$ cat config.mk
export PLATFORM = sky130hd
export DESIGN_NAME = contador_pulsos
export DESIGN_NICKNAME = d
export VERILOG_FILES = /design/src/rtl/contador_pulsos_pkg.sv /design/src/rtl/contador_pulsos_debouncer.sv /design/src/rtl/contador_pulsos.sv
export SDC_FILE = /design/constraint.sdc
export NUM_CORES = 1
export LEC_CHECK = 0
export BUFFER_PORTS_ARGS = -buffer_cell sky130_fd_sc_hd__buf_2
export CAP_MARGIN = 25
export CORE_AREA = 2 2 39 41
export CTS_CLUSTER_SIZE = 28
export DETAILED_ROUTE_END_ITERATION = 7
export DIE_AREA = 0 0 41 43
export PLACE_DENSITY = 0.64
export SLEW_MARGIN = 0
export SYNTH_ARGS = -nofsm -noshare
export SYNTH_HDL_FRONTEND = slang
export SYNTH_HIERARCHICAL = 1
export SYNTH_SLANG_ARGS = --single-unit
$ cat constraint.sdc
create_clock -name clk -period 1.8 [get_ports clk]
set_clock_uncertainty 0.2 [all_clocks]
set_input_delay 0.18 -clock clk [delete_from_list [all_inputs] [get_ports clk]]
set_output_delay 0.18 -clock clk [all_outputs]
set_load 0.005 [all_outputs]
$ cat src/rtl/contador_pulsos_pkg.sv
// Shared types and default sizing for the pulse counter front end.
// The default count width matches the BCD translator's count input.
package contador_pkg;

  typedef enum logic [1:0] {
    IDLE_LOW  = 2'd0,
    WAIT_HIGH = 2'd1,
    HIGH      = 2'd2,
    WAIT_LOW  = 2'd3
  } deb_state_t;

  localparam int CNT_WIDTH   = 5;
  localparam int CNT_MAX     = 31;
  localparam int DEB_DEFAULT = 4;

endpackage

$ cat src/rtl/contador_pulsos_debouncer.sv
// Two-flop synchronizer followed by a level debouncer. It emits a one-cycle
// `accepted` strobe on the edge where a high level becomes qualified.
//
// state     | meaning
// IDLE_LOW  | input settled low, waiting for a high sample
// WAIT_HIGH | input high, counting consecutive high samples
// HIGH      | input settled high, pulse already accepted
// WAIT_LOW  | input low, counting consecutive low samples
module pulse_debouncer
  import contador_pkg::*;
#(
  parameter int DEBOUNCE_CYCLES = DEB_DEFAULT
) (
  input  logic clk,
  input  logic rst,
  input  logic pulse_in,
  output logic accepted
);

  localparam int TW = (DEBOUNCE_CYCLES > 1) ? $clog2(DEBOUNCE_CYCLES) : 1;
  localparam logic [TW-1:0] T_LAST = TW'(DEBOUNCE_CYCLES - 1);

  logic       sync1;
  logic       sync2;
  deb_state_t state;
  logic [TW-1:0] timer;

  always_ff @(posedge clk) begin
    if (rst) begin
      sync1 <= 1'b0;
      sync2 <= 1'b0;
      state <= IDLE_LOW;
      timer <= '0;
    end else begin
      sync1 <= pulse_in;
      sync2 <= sync1;
      unique case (state)
        IDLE_LOW: begin
          if (sync2) begin
            state <= WAIT_HIGH;
            timer <= '0;
          end
        end
        WAIT_HIGH: begin
          if (!sync2)               state <= IDLE_LOW;
          else if (timer == T_LAST) state <= HIGH;
          else                      timer <= timer + TW'(1);
        end
        HIGH: begin
          if (!sync2) begin
            state <= WAIT_LOW;
            timer <= '0;
          end
        end
        WAIT_LOW: begin
          if (sync2)                state <= HIGH;
          else if (timer == T_LAST) state <= IDLE_LOW;
          else                      timer <= timer + TW'(1);
        end
        default: state <= IDLE_LOW;
      endcase
    end
  end

  // Combinational so the count moves on the same edge the FSM enters HIGH.
  assign accepted = (state == WAIT_HIGH) && sync2 && (timer == T_LAST);

endmodule

$ cat src/rtl/contador_pulsos.sv
// Debounced pulse counter feeding the BCD translator: counts qualified
// rising levels of pulse_in, with wrap or saturate at MAX_COUNT.
module contador_pulsos
  import contador_pkg::*;
#(
  parameter int WIDTH           = CNT_WIDTH,
  parameter int MAX_COUNT       = CNT_MAX,
  parameter int DEBOUNCE_CYCLES = DEB_DEFAULT,
  parameter bit WRAP            = 1'b1
) (
  input  logic             clk,
  input  logic             rst,
  input  logic             pulse_in,
  input  logic             enable,
  input  logic             clear,
  output logic [WIDTH-1:0] cuenta,
  output logic             count_stb,
  output logic             overflow
);

  localparam logic [WIDTH-1:0] MAX_V = WIDTH'(MAX_COUNT);

  logic accepted;

  pulse_debouncer #(
    .DEBOUNCE_CYCLES(DEBOUNCE_CYCLES)
  ) u_deb (
    .clk      (clk),
    .rst      (rst),
    .pulse_in (pulse_in),
    .accepted (accepted)
  );

  always_ff @(posedge clk) begin
    if (rst) begin
      cuenta    <= '0;
      count_stb <= 1'b0;
      overflow  <= 1'b0;
    end else begin
      count_stb <= 1'b0;
      // In wrap mode overflow is a strobe; in saturate mode it is sticky.
      if (WRAP) overflow <= 1'b0;
      if (clear) begin
        cuenta   <= '0;
        overflow <= 1'b0;
      end else if (accepted && enable) begin
        if (cuenta < MAX_V) begin
          cuenta    <= cuenta + WIDTH'(1);
          count_stb <= 1'b1;
        end else if (WRAP) begin
          cuenta    <= '0;
          count_stb <= 1'b1;
          overflow  <= 1'b1;
        end else begin
          overflow  <= 1'b1;
        end
      end
    end
  end

endmodule

==> flow_summary.yaml <==
global_route:
  grt_max_degree: 9
  grt-ovfl-total: 0
  antenna_found_initial: 0
  grt.total_usage: 0.1377
  grt_pass1_vias: 400
  grt_pass1_wl_um: 1628
critical_path:
  start_kind: "flip-flop"
  cp.required_ns: 1.82
  worstPathArrival_ns: 1.73
  crit_type: "reg2reg"
  slowest_delay_ns: 0.37
  critPathMaxFanout: 3
  critical_path.endpoint_type: "flip-flop"
  crit_path_top_delay_cell: "or3_1"
  crit_chain: "ha_2 -> nand2_1 -> nor3b_4 -> nand3_2 -> or3_1 -> a21oi_2"
floorplan:
  start_util: 0.3843
  ios: 12
  die_h_um: 43
  rows: 14
  core_area_mm2: 0.001384
  die_w_um: 41
  die_area_mm2: 0.001763
logic_synthesis:
  synth-seq-area-share: 0.4894
  netlist_top_cells_area: "dfxtp_1 (49%), a21oi_1 (6.6%), ha_1 (4.7%)"
  synthFlopType: "dfxtp_1"
  synth.avg_cell_area_um2: 9.013
  synth-edff-count: 0
  yosysUniqueCellTypes: 23
  synth.most_common_cell: "dfxtp_1"
  syn_area_um2: 531.8
  syn_nets: 66
  synth_seq_cells: 13
  synth_warnings: 6
  synthArstFlopShare: 0
  synthDominantCellAreaShare: 0.4894
  synth_cells: 59
  synth_largest_area_cell: "dfxtp_1"
  synthTopCellsByCount: "dfxtp_1 (13), a21oi_1 (7), nand2_1 (6)"
cells_and_area:
  n_fill_cell: 138
  nets: 85
  syn_to_final_growth_pct: 29.18
  instances_no_fill: 93
  layout-drive-gt1-share: 0.2857
  diodes: 0
timing:
  drv_slew: 0
  setup_viol: 0
  fin_tns_setup_ns: 0
  period_needed_ns: 1.707
  hold_viol: 0
  hold-worst-slack_ns: 0.01011
  post-route-period-util: 0.9481
  clock.fmax_mhz: 586.0
  worst_slew_pin_slew_ns: 0.4618
  rsz0062_at_grt: "false"
  max_slew_margin: 0.6921
pwr:
  ir_drop_v: 0.0004615
  p_leak_nw: 0.2645
  powerDensity_mw_per_mm2: 724.2
worst_hold_path:
  hp-class: "in2reg"
route:
  wl_um: 986
  wl_per_cell_um: 10.60
  drcViolationCount: 0
  via_per_inst: 5.065
  drtAntennaViolNets: 0
  num_vias: 471
  firstDrtPassIters: 4
  drt_iter0_drc: 18
placement:
  io_buffers: 11
  dp_hpwl_um: 720.3
  dp_cells: 86
  gp_congestion: 0.7124
clocking:
  clk_latency_ns: 0.28
  cts_buffers: 3
  cts_buffer_depth: 2
  clk_pin_slew_worst_paths_ns: 0.09
  clkSinkCount: 13
  post_cts_buffers: 0
  cts_tree: "yes"
  cts_max_level: 1
  root_buffer: "clkbuf_4"
status:
  status: "finished, final reports clean"
flow_run:
  maxCapViolations: 0
[through the flow]
stage          area, µm²  power [mW]    util  setup WS (ns)
4_1_cts            671.9      0.4982  0.4855        0.03438
2_1_floorplan      536.8      0.3062       -        0.09953
5_1_grt            686.9      0.5160  0.4964       0.009028
3_5_place_dp       614.3      0.3154  0.4439        0.05278
6_report           686.9      0.4974  0.4964        0.09339
3_3_place_gp       614.3      0.3151  0.4439         0.1099
[sequential cells by signal (all words and copies together), names as in the netlist, named ones only]
name / count
count_stb: 1
u_deb/sync1: 1
u_deb/state: 1
cuenta: 5
u_deb/sync2: 1
u_deb/timer: 2
overflow: 1
[worst paths after layout]
kind                               endpoint  slack, ns  depth (start not counted)           start
worst max-delay path              cuenta[3]       0.09                          6  u_deb/timer[0]
worst max register to register    cuenta[3]       0.09                          6  u_deb/timer[0]
worst min-delay path              cuenta[1]       0.01                          3          enable
worst min register to register  u_deb/sync2       0.24                          1     u_deb/sync1
[metal layers]
layer / vias up / share of wire / global-route usage
met5: - / 0 / 0
met4: 0 / 0.015 / 0.08000
met3: 2 / 0.041 / 0.04712
met2: 9 / 0.46 / 0.1875
met1: 216 / 0.49 / 0.1815
li1: 244 / - / -
[final cells by class]
class                   count  area [µm²]  area share
clock buffers               3       22.52     0.03279
clock inverters             1       5.005    0.007286
inverters                   1       3.754    0.005464
multi-input cells          44       280.3      0.4080
flip-flops and latches     13       262.8      0.3825
well taps                  16       20.02     0.02914
repair buffers             15       92.59      0.1348
[report_power, final]
part,total [mW],internal [mW],switching (mW)
Clock,0.183,0.0825,0.101
Combinational,0.0222,0.0114,0.0108
Sequential,0.292,0.290,0.00189
Total,0.497,0.384,0.113
[layout by cell type (no fill, tap or decap)]
cell type	netlist	final
dfxtp_1	13	11
buf_2	0	11
nand2_1	6	6
a21oi_1	7	6
nand3_1	3	3
nor3_1	3	3
nor2_1	3	3
o21ai_0	3	3
clkbuf_4	0	3
dlygate4sd3_1	0	3
nor2b_1	3	3
nand4_1	2	2
xor2_1	2	2
dfxtp_2	0	2
or2_0	1	1
nand3_2	1	1
or3_1	1	1
a21oi_2	0	1
inv_1	1	1
a31oi_1	1	1
o211ai_1	1	1
o41ai_1	1	1
ha_1	2	1
clkinv_2	0	1
buf_4	0	1
nor3b_4	0	1
and2_1	1	1
xnor2_1	1	1
nand3b_1	1	1
ha_2	0	1
[timing repair]
| action | CTS | global route |
|---|---|---|
| hold buffers | 3 | 0 |
| resized for setup | 0 | 5 |
| endpoints found under the setup margin | 0 | 3 |
| hold endpoints to repair | 6 | 0 |
[critical path: cells and delay by family, from the launching register on]
family                   cells  cell delay, ns
AND/OR/NAND/NOR              4            0.81
flip-flops                   1            0.34
adder cells (fa/ha/maj)      1            0.18
AO/OA/AOI/OAI                1            0.12
[logic make-up (layout without fill, tap and decap cells)]
kind of cell / Yosys count / in the layout / share of synthesized area
and+or+nand+nor: 26 / 26 / 0.2612
xor gates and xnor gates: 3 / 3 / 0.04942
adders and majority gates: 2 / 2 / 0.04705
buffers and inverters: 2 / 20 / 0.01645
AOI/OAI and AO/OA: 13 / 13 / 0.1365
DFF: 13 / 13 / 0.4894
Power figures use the tool's default switching activity.
